## src/rtl/c7b_mem_arb.sv

```systemverilog
// c7b_mem_arb: arbitrates the IFU and LSU onto one word-wide memory port,
// runs one memory transaction at a time, and does the byte-lane work for
// sub-word loads and stores. Misaligned LSU accesses are answered locally
// with lsu_ale and never reach memory.
//
// Handshakes: a requester raises *_req and holds it and its fields until it
// sees a one-cycle *_ack; the arbiter raises mem_req and holds it and every
// mem_* field stable until it samples mem_ack=1 at a rising clock edge.
// mem_ack is ignored whenever mem_req is low.
module c7b_mem_arb #(
  parameter int FAIR_MAX = 4
) (
  input  logic        clk,
  input  logic        reset,
  input  logic        ifu_req,
  input  logic [31:0] ifu_addr,
  output logic        ifu_ack,
  output logic [31:0] ifu_rdata,
  input  logic        lsu_req,
  input  logic        lsu_wr,
  input  logic [1:0]  lsu_size,
  input  logic        lsu_sign,
  input  logic [31:0] lsu_addr,
  input  logic [31:0] lsu_wdata,
  output logic        lsu_ack,
  output logic [31:0] lsu_rdata,
  output logic        lsu_ale,
  output logic        mem_req,
  output logic [31:0] mem_addr,
  output logic        mem_wr,
  output logic [3:0]  mem_wstrb,
  output logic [31:0] mem_wdata,
  input  logic        mem_ack,
  input  logic [31:0] mem_rdata
);

  typedef enum logic [1:0] {
    IDLE    = 2'd0,
    BUSY_IF = 2'd1,
    BUSY_LS = 2'd2,
    DONE    = 2'd3
  } state_e;

  localparam logic [3:0] FAIR_MAX_C = 4'(FAIR_MAX);

  state_e      state_q, state_d;
  logic [3:0]  fair_cnt_q, fair_cnt_d;
  logic        mem_req_q, mem_req_d;
  logic [31:0] mem_addr_q, mem_addr_d;
  logic        mem_wr_q, mem_wr_d;
  logic [3:0]  mem_wstrb_q, mem_wstrb_d;
  logic [31:0] mem_wdata_q, mem_wdata_d;
  logic [1:0]  ld_size_q, ld_size_d;
  logic        ld_sign_q, ld_sign_d;
  logic [1:0]  ld_lane_q, ld_lane_d;
  logic        ifu_ack_q, ifu_ack_d;
  logic [31:0] ifu_rdata_q, ifu_rdata_d;
  logic        lsu_ack_q, lsu_ack_d;
  logic [31:0] lsu_rdata_q, lsu_rdata_d;
  logic        lsu_ale_q, lsu_ale_d;

  logic        lsu_misaligned;
  logic [3:0]  st_strb;
  logic [31:0] st_wdata;
  logic [7:0]  ld_byte;
  logic [15:0] ld_half;
  logic [31:0] ld_data;
  logic        grant_lsu;

  // Fetch addresses are word addresses; the low bits carry no information.
  logic unused_ifu_lsb;
  assign unused_ifu_lsb = ^ifu_addr[1:0];

  // Decode the presented LSU access: alignment check, store strobes and lane replication.
  always_comb begin
    lsu_misaligned = 1'b0;
    st_strb        = 4'b0000;
    st_wdata       = 32'h0;
    case (lsu_size)
      2'd0: begin
        st_strb  = 4'b0001 << lsu_addr[1:0];
        st_wdata = {4{lsu_wdata[7:0]}};
      end
      2'd1: begin
        lsu_misaligned = lsu_addr[0];
        st_strb        = lsu_addr[1] ? 4'b1100 : 4'b0011;
        st_wdata       = {2{lsu_wdata[15:0]}};
      end
      2'd2: begin
        lsu_misaligned = |lsu_addr[1:0];
        st_strb        = 4'b1111;
        st_wdata       = lsu_wdata;
      end
      default: begin
        lsu_misaligned = 1'b1;
      end
    endcase
  end

  // Pick the addressed byte/half out of the returned word and extend it.
  always_comb begin
    ld_byte = 8'h0;
    ld_half = ld_lane_q[1] ? mem_rdata[31:16] : mem_rdata[15:0];
    ld_data = mem_rdata;
    case (ld_lane_q)
      2'd0:    ld_byte = mem_rdata[7:0];
      2'd1:    ld_byte = mem_rdata[15:8];
      2'd2:    ld_byte = mem_rdata[23:16];
      default: ld_byte = mem_rdata[31:24];
    endcase
    case (ld_size_q)
      2'd0:    ld_data = {{24{ld_sign_q & ld_byte[7]}}, ld_byte};
      2'd1:    ld_data = {{16{ld_sign_q & ld_half[15]}}, ld_half};
      default: ld_data = mem_rdata;
    endcase
  end

  // The LSU wins a contested cycle until it has taken FAIR_MAX grants in a row.
  assign grant_lsu = lsu_req && (!ifu_req || (fair_cnt_q != FAIR_MAX_C));

  // Next-state, fairness counter, memory fields and registered responses.
  always_comb begin
    state_d     = state_q;
    fair_cnt_d  = fair_cnt_q;
    mem_req_d   = mem_req_q;
    mem_addr_d  = mem_addr_q;
    mem_wr_d    = mem_wr_q;
    mem_wstrb_d = mem_wstrb_q;
    mem_wdata_d = mem_wdata_q;
    ld_size_d   = ld_size_q;
    ld_sign_d   = ld_sign_q;
    ld_lane_d   = ld_lane_q;
    ifu_ack_d   = 1'b0;
    ifu_rdata_d = 32'h0;
    lsu_ack_d   = 1'b0;
    lsu_rdata_d = 32'h0;
    lsu_ale_d   = 1'b0;
    case (state_q)
      IDLE: begin
        if (grant_lsu) begin
          if (lsu_misaligned) begin
            // Trapped locally: no memory cycle and no effect on fairness.
            state_d   = DONE;
            lsu_ack_d = 1'b1;
            lsu_ale_d = 1'b1;
          end else begin
            state_d     = BUSY_LS;
            fair_cnt_d  = ifu_req ? (fair_cnt_q + 4'd1) : 4'd0;
            mem_req_d   = 1'b1;
            mem_addr_d  = {lsu_addr[31:2], 2'b00};
            mem_wr_d    = lsu_wr;
            mem_wstrb_d = lsu_wr ? st_strb : 4'b0000;
            mem_wdata_d = lsu_wr ? st_wdata : 32'h0;
            ld_size_d   = lsu_size;
            ld_sign_d   = lsu_sign;
            ld_lane_d   = lsu_addr[1:0];
          end
        end else if (ifu_req) begin
          state_d     = BUSY_IF;
          fair_cnt_d  = 4'd0;
          mem_req_d   = 1'b1;
          mem_addr_d  = {ifu_addr[31:2], 2'b00};
          mem_wr_d    = 1'b0;
          mem_wstrb_d = 4'b0000;
          mem_wdata_d = 32'h0;
        end
      end
      BUSY_IF: begin
        if (mem_ack) begin
          state_d     = DONE;
          mem_req_d   = 1'b0;
          mem_addr_d  = 32'h0;
          mem_wr_d    = 1'b0;
          mem_wstrb_d = 4'b0000;
          mem_wdata_d = 32'h0;
          ifu_ack_d   = 1'b1;
          ifu_rdata_d = mem_rdata;
        end
      end
      BUSY_LS: begin
        if (mem_ack) begin
          state_d     = DONE;
          mem_req_d   = 1'b0;
          mem_addr_d  = 32'h0;
          mem_wr_d    = 1'b0;
          mem_wstrb_d = 4'b0000;
          mem_wdata_d = 32'h0;
          lsu_ack_d   = 1'b1;
          lsu_rdata_d = mem_wr_q ? 32'h0 : ld_data;
        end
      end
      default: begin
        // One dead cycle so the requester can drop or change its request.
        state_d = IDLE;
      end
    endcase
  end

  // State and output registers; reset returns to IDLE with every output low.
  always_ff @(posedge clk) begin
    if (reset) begin
      state_q     <= IDLE;
      fair_cnt_q  <= 4'd0;
      mem_req_q   <= 1'b0;
      mem_addr_q  <= 32'h0;
      mem_wr_q    <= 1'b0;
      mem_wstrb_q <= 4'b0000;
      mem_wdata_q <= 32'h0;
      ld_size_q   <= 2'd0;
      ld_sign_q   <= 1'b0;
      ld_lane_q   <= 2'd0;
      ifu_ack_q   <= 1'b0;
      ifu_rdata_q <= 32'h0;
      lsu_ack_q   <= 1'b0;
      lsu_rdata_q <= 32'h0;
      lsu_ale_q   <= 1'b0;
    end else begin
      state_q     <= state_d;
      fair_cnt_q  <= fair_cnt_d;
      mem_req_q   <= mem_req_d;
      mem_addr_q  <= mem_addr_d;
      mem_wr_q    <= mem_wr_d;
      mem_wstrb_q <= mem_wstrb_d;
      mem_wdata_q <= mem_wdata_d;
      ld_size_q   <= ld_size_d;
      ld_sign_q   <= ld_sign_d;
      ld_lane_q   <= ld_lane_d;
      ifu_ack_q   <= ifu_ack_d;
      ifu_rdata_q <= ifu_rdata_d;
      lsu_ack_q   <= lsu_ack_d;
      lsu_rdata_q <= lsu_rdata_d;
      lsu_ale_q   <= lsu_ale_d;
    end
  end

  assign ifu_ack   = ifu_ack_q;
  assign ifu_rdata = ifu_rdata_q;
  assign lsu_ack   = lsu_ack_q;
  assign lsu_rdata = lsu_rdata_q;
  assign lsu_ale   = lsu_ale_q;
  assign mem_req   = mem_req_q;
  assign mem_addr  = mem_addr_q;
  assign mem_wr    = mem_wr_q;
  assign mem_wstrb = mem_wstrb_q;
  assign mem_wdata = mem_wdata_q;

endmodule
```

## config.mk

```make
export PLATFORM = sky130hd
export DESIGN_NAME = c7b_mem_arb
export DESIGN_NICKNAME = d
export VERILOG_FILES = /design/src/rtl/c7b_mem_arb.sv
export SDC_FILE = /design/constraint.sdc
export NUM_CORES = 1
export LEC_CHECK = 0
export BUFFER_PORTS_ARGS = -buffer_cell sky130_fd_sc_hd__buf_2
export CAP_MARGIN = 15
export CORE_AREA = 3 3 116 118
export CTS_CLUSTER_DIAMETER = 60
export DETAILED_ROUTE_END_ITERATION = 12
export DIE_AREA = 0 0 119 121
export PLACE_DENSITY = 0.78
export SLEW_MARGIN = 15
export SYNTH_ARGS = -nofsm -noshare
export SYNTH_HDL_FRONTEND = slang
export SYNTH_SLANG_ARGS = --single-unit
```

## constraint.sdc

```tcl
create_clock -name clk -period 2.95 [get_ports clk]
set_input_delay 0.4425 -clock clk [delete_from_list [all_inputs] [get_ports clk]]
set_output_delay 0.4425 -clock clk [all_outputs]
set_load 0.005 [all_outputs]
```

==> summary.txt <==
Place
  • Dpl cell area: around 7300 µm²
  • Post-DP HPWL: about 13 mm
  • Post-Place Cells: ~1000
  • Buffers added on ports: between 200 and 300
  • Placer Congestion: 0.838
  • Setup WS pre-CTS: around 0.59 ns

Critical path
  • Crit. End Element: flip-flop
  • Data required, critical path: roughly 3.3 ns
  • Worst reg-to-reg path cell count: 8
  • Setup slack, reg-to-reg: around 0.59 ns
  • RR Endpoint: mem_wdata[30]$_SDFFE_PP0P_
  • Crit path DAT: ~2.7 ns
  • CP Max Fanout: 16
  • Critical Path Start: fair_cnt_q[0]$_SDFFE_PP0P_
  • R2r startpoint: fair_cnt_q[0]$_SDFFE_PP0P_
  • Kind of critical path: flip-flop to flip-flop
  • Crit path capture: mem_wdata[30]$_SDFFE_PP0P_
  • Startpoint types: flip-flop

Yosys
  • Distinct cells, synth: 42
  • Top FF cell, synth: dfxtp_1
  • Yosys warnings: 0
  • Mapped Cells: about 640
  • Mapped Area: 5870 µm²
  • Post-synthesis register bit count: 146
  • Seq/Total Area, Yosys: 0.498
  • Post-synth ARST share: 0
  • Synth area leaders: dfxtp_1 (50%), mux2i_1 (6.3%), a21oi_1 (5.2%)
  • Multiplexer share of the synthesized area: 0.0651
  • Post-synth top area share: 0.498
  • Most common cell in the synthesized netlist: dfxtp_1
  • Xor/xnor cell area share of the yosys netlist: 0
  • Synth Area in Compound Gates: 0.217
  • Number of synthesized flops with an enable pin: 0
  • Post-synth top area cell: dfxtp_1
  • Avg Cell Area, Syn: roughly 9.2 µm²
  • Synth Area in Simple Gates: 0.157
  • Main combinational cell family by area after synthesis: compound AO/OA/AOI/OAI gates
  • Post-synth top cells: dfxtp_1 (146), a21oi_1 (61), nor2_1 (61)
  • Adder-cell area share of the yosys netlist: 0.0128

Final layout
  • Final nets: roughly 1000
  • Diodes inserted: 0
  • Area Overhead vs Synth: 34.1%
  • Fill count: 1105
  • Fin cells: around 1100
  • Storage element area: around 2900 µm²
  • Design area: approximately 7900 µm²
  • Layout cells sized above 1: 0.362
  • Area of the multi-input gates: ~2700 µm²

Flow run
  • Total of max-cap violations: 0

STA
  • Min Clock Period, post-route: around 2.4 ns
  • Fin crit share: 0.800
  • Max Fclk: 424 MHz
  • Slew headroom: 0.449
  • Clock Skew: a little under 0.007 ns
  • Final setup fails: 0
  • Worst Slack Setup Final: ~0.59 ns
  • Slew Limit Fails: 0
  • Worst slew pin tran: roughly 0.82 ns
  • Setup_tns: 0 ns
  • Final Hold Vio Count: 0
  • RSZ-0062 raised after global routing: false

Route
  • Router iterations before antenna repair: 5
  • DRC viols: 0
  • DR WL/cell: 15.8 µm
  • Metal3 WL: approximately 1.5 mm
  • Top Layer Used: met4
  • WL met2: between 8 and 9 mm
  • Antenna Violating Nets Remaining: 0
  • Metal-1 WL: around 6.9 mm
  • WL final: about 17 mm
  • Via density: 5.19
  • DRT iter0 DRCs: about 470
  • Via count: around 5600

GRT
  • Number of global-route vias before repair: 5292
  • Largest net degree at the start of global routing: 45
  • First-pass GRT wire length: ~27 mm
  • Initial antenna violation count: 0
  • Global-route usage over all layers: 0.231
  • Grt ovf: 0

Power and ir drop
  • Max rail drop VDD: approximately 0.38 mV
  • Leak Pwr: about 3.8 nW
  • Pwr per Cell Area: roughly 730 nW/µm²

Clock tree
  • H-tree levels: 4
  • Post-CTS setup buffers: 0
  • Cts repair resizes: 0
  • Clk_lat worst skew: around 0.41 ns
  • Hold-fix buffers, CTS: 0
  • Num CTS Buffers: 17
  • CTS max path bufs: 2
  • Clock Pin Slew Worst Setup and Hold Paths: 0.06 ns
  • Root buf cell: clkbuf_16
  • CTS tree: yes
  • Clk sinks: about 150

Outcome
  • Outcome: complete, no violations

Floorplanning
  • # rows: 41
  • Starting Density: 0.467
  • Die Wd: between 100 and 150 µm
  • Full die area: 14400 µm²
  • Core area: 12600 µm²
  • Ports: between 200 and 300
  • Die Ht: around 120 µm

Min path
  • Worst hold path cell count: 3
  • Hold Path Class: primary input to flip-flop
==> cell families (layout without fill, tap and decap cells) <==
logic type / after synthesis / in the layout
simple gates: 196 / 196
compound gates: 190 / 190
flops: 146 / 146
buf+inv: 64 / 325
mux: 38 / 38
fa+ha+maj: 6 / 6
other cells: 1 / 2
==> state kept, by name, summed over array words and instances, names as in the netlist <==
register    flops
fair_cnt_q      4
lsu_ack         1
mem_wr          1
ifu_rdata      32
mem_wstrb       4
ld_sign_q       1
mem_wdata      32
ld_size_q       2
lsu_rdata      32
ld_lane_q       2
state_q         2
mem_addr       30
mem_req         1
lsu_ale         1
ifu_ack         1
==> metal layers <==
layer | global-route usage | up-vias
li1 | - | 2760
met1 | 0.274 | 2522
met2 | 0.398 | 269
met3 | 0.0653 | 32
met4 | 0.0876 | 0
met5 | 0 | -
==> final cells by class <==
cell class                      instances  area share
Clock buffer                           19      0.0576
Multi-Input combinational cell        432       0.339
Clock inverter                         13      0.0162
Inverter                               13     0.00621
Sequential cell                       146       0.372
Timing Repair Buffer                  280       0.182
Tap cell                              172      0.0274
==> cell usage in the layout (no fill, tap or decap), types with 7 or more instances in the layout <==
cell type  Yosys  routed
buf_2          7     269
dfxtp_1      146     146
a21oi_1       61      61
nor2_1        61      61
nand2_1       60      59
mux2i_1       37      37
o21ai_0       33      33
a2bb2oi_1     30      30
and2_1        26      26
nor3_1        18      18
a22o_1        17      17
clkbuf_16      0      17
a22oi_1       16      16
inv_1         13      13
nor2b_1       13      13
buf_4          2      11
a31oi_1       10      10
o2bb2ai_1      8       8
o221a_2        7       7
==> how the worst min path moves through the flow <==
stage                               start                         end  slack (ns)
6_report                         lsu_sign      ld_sign_q$_SDFFE_PP0P_        0.27
5_1_grt                      mem_rdata[6]     ifu_rdata[6]$_SDFF_PP0_        0.26
4_1_cts                      mem_rdata[6]     ifu_rdata[6]$_SDFF_PP0_        0.24
3_5_place_dp   mem_wdata[23]$_SDFFE_PP0P_  mem_wdata[23]$_SDFFE_PP0P_        0.44
3_3_place_gp    mem_wstrb[2]$_SDFFE_PP0P_   mem_wstrb[2]$_SDFFE_PP0P_        0.44
2_1_floorplan   mem_wstrb[0]$_SDFFE_PP0P_   mem_wstrb[0]$_SDFFE_PP0P_        0.45
==> power breakdown <==
part	leakage, nW	internal [W]	switching [W]
Clock	0.271	0.00122	0.000859
Combinational	2.33	0.000597	0.000855
Sequential	1.18	0.00215	0.0000965
Total	3.79	0.00397	0.00181
==> through the flow <==
stage | hold slack, ns | power [W] | utilization
2_1_floorplan | 0.448 | 0.00331 | -
3_3_place_gp | 0.437 | 0.00372 | 0.579
3_5_place_dp | 0.445 | 0.00374 | 0.579
4_1_cts | 0.245 | 0.00582 | 0.626
5_1_grt | 0.257 | 0.00608 | 0.626
6_report | 0.265 | 0.00578 | 0.626
==> worst max-delay path: stages (launching register included) <==
cell	delay (ns)
dfxtp_1	0.36
inv_1	0.08
ha_1	0.20
nand4b_1	0.15
nand2_2	0.23
nor4_2	0.30
buf_4	0.24
and2_1	0.51
a22o_1	0.23
Note: power is estimated with default switching activity, not from simulation.
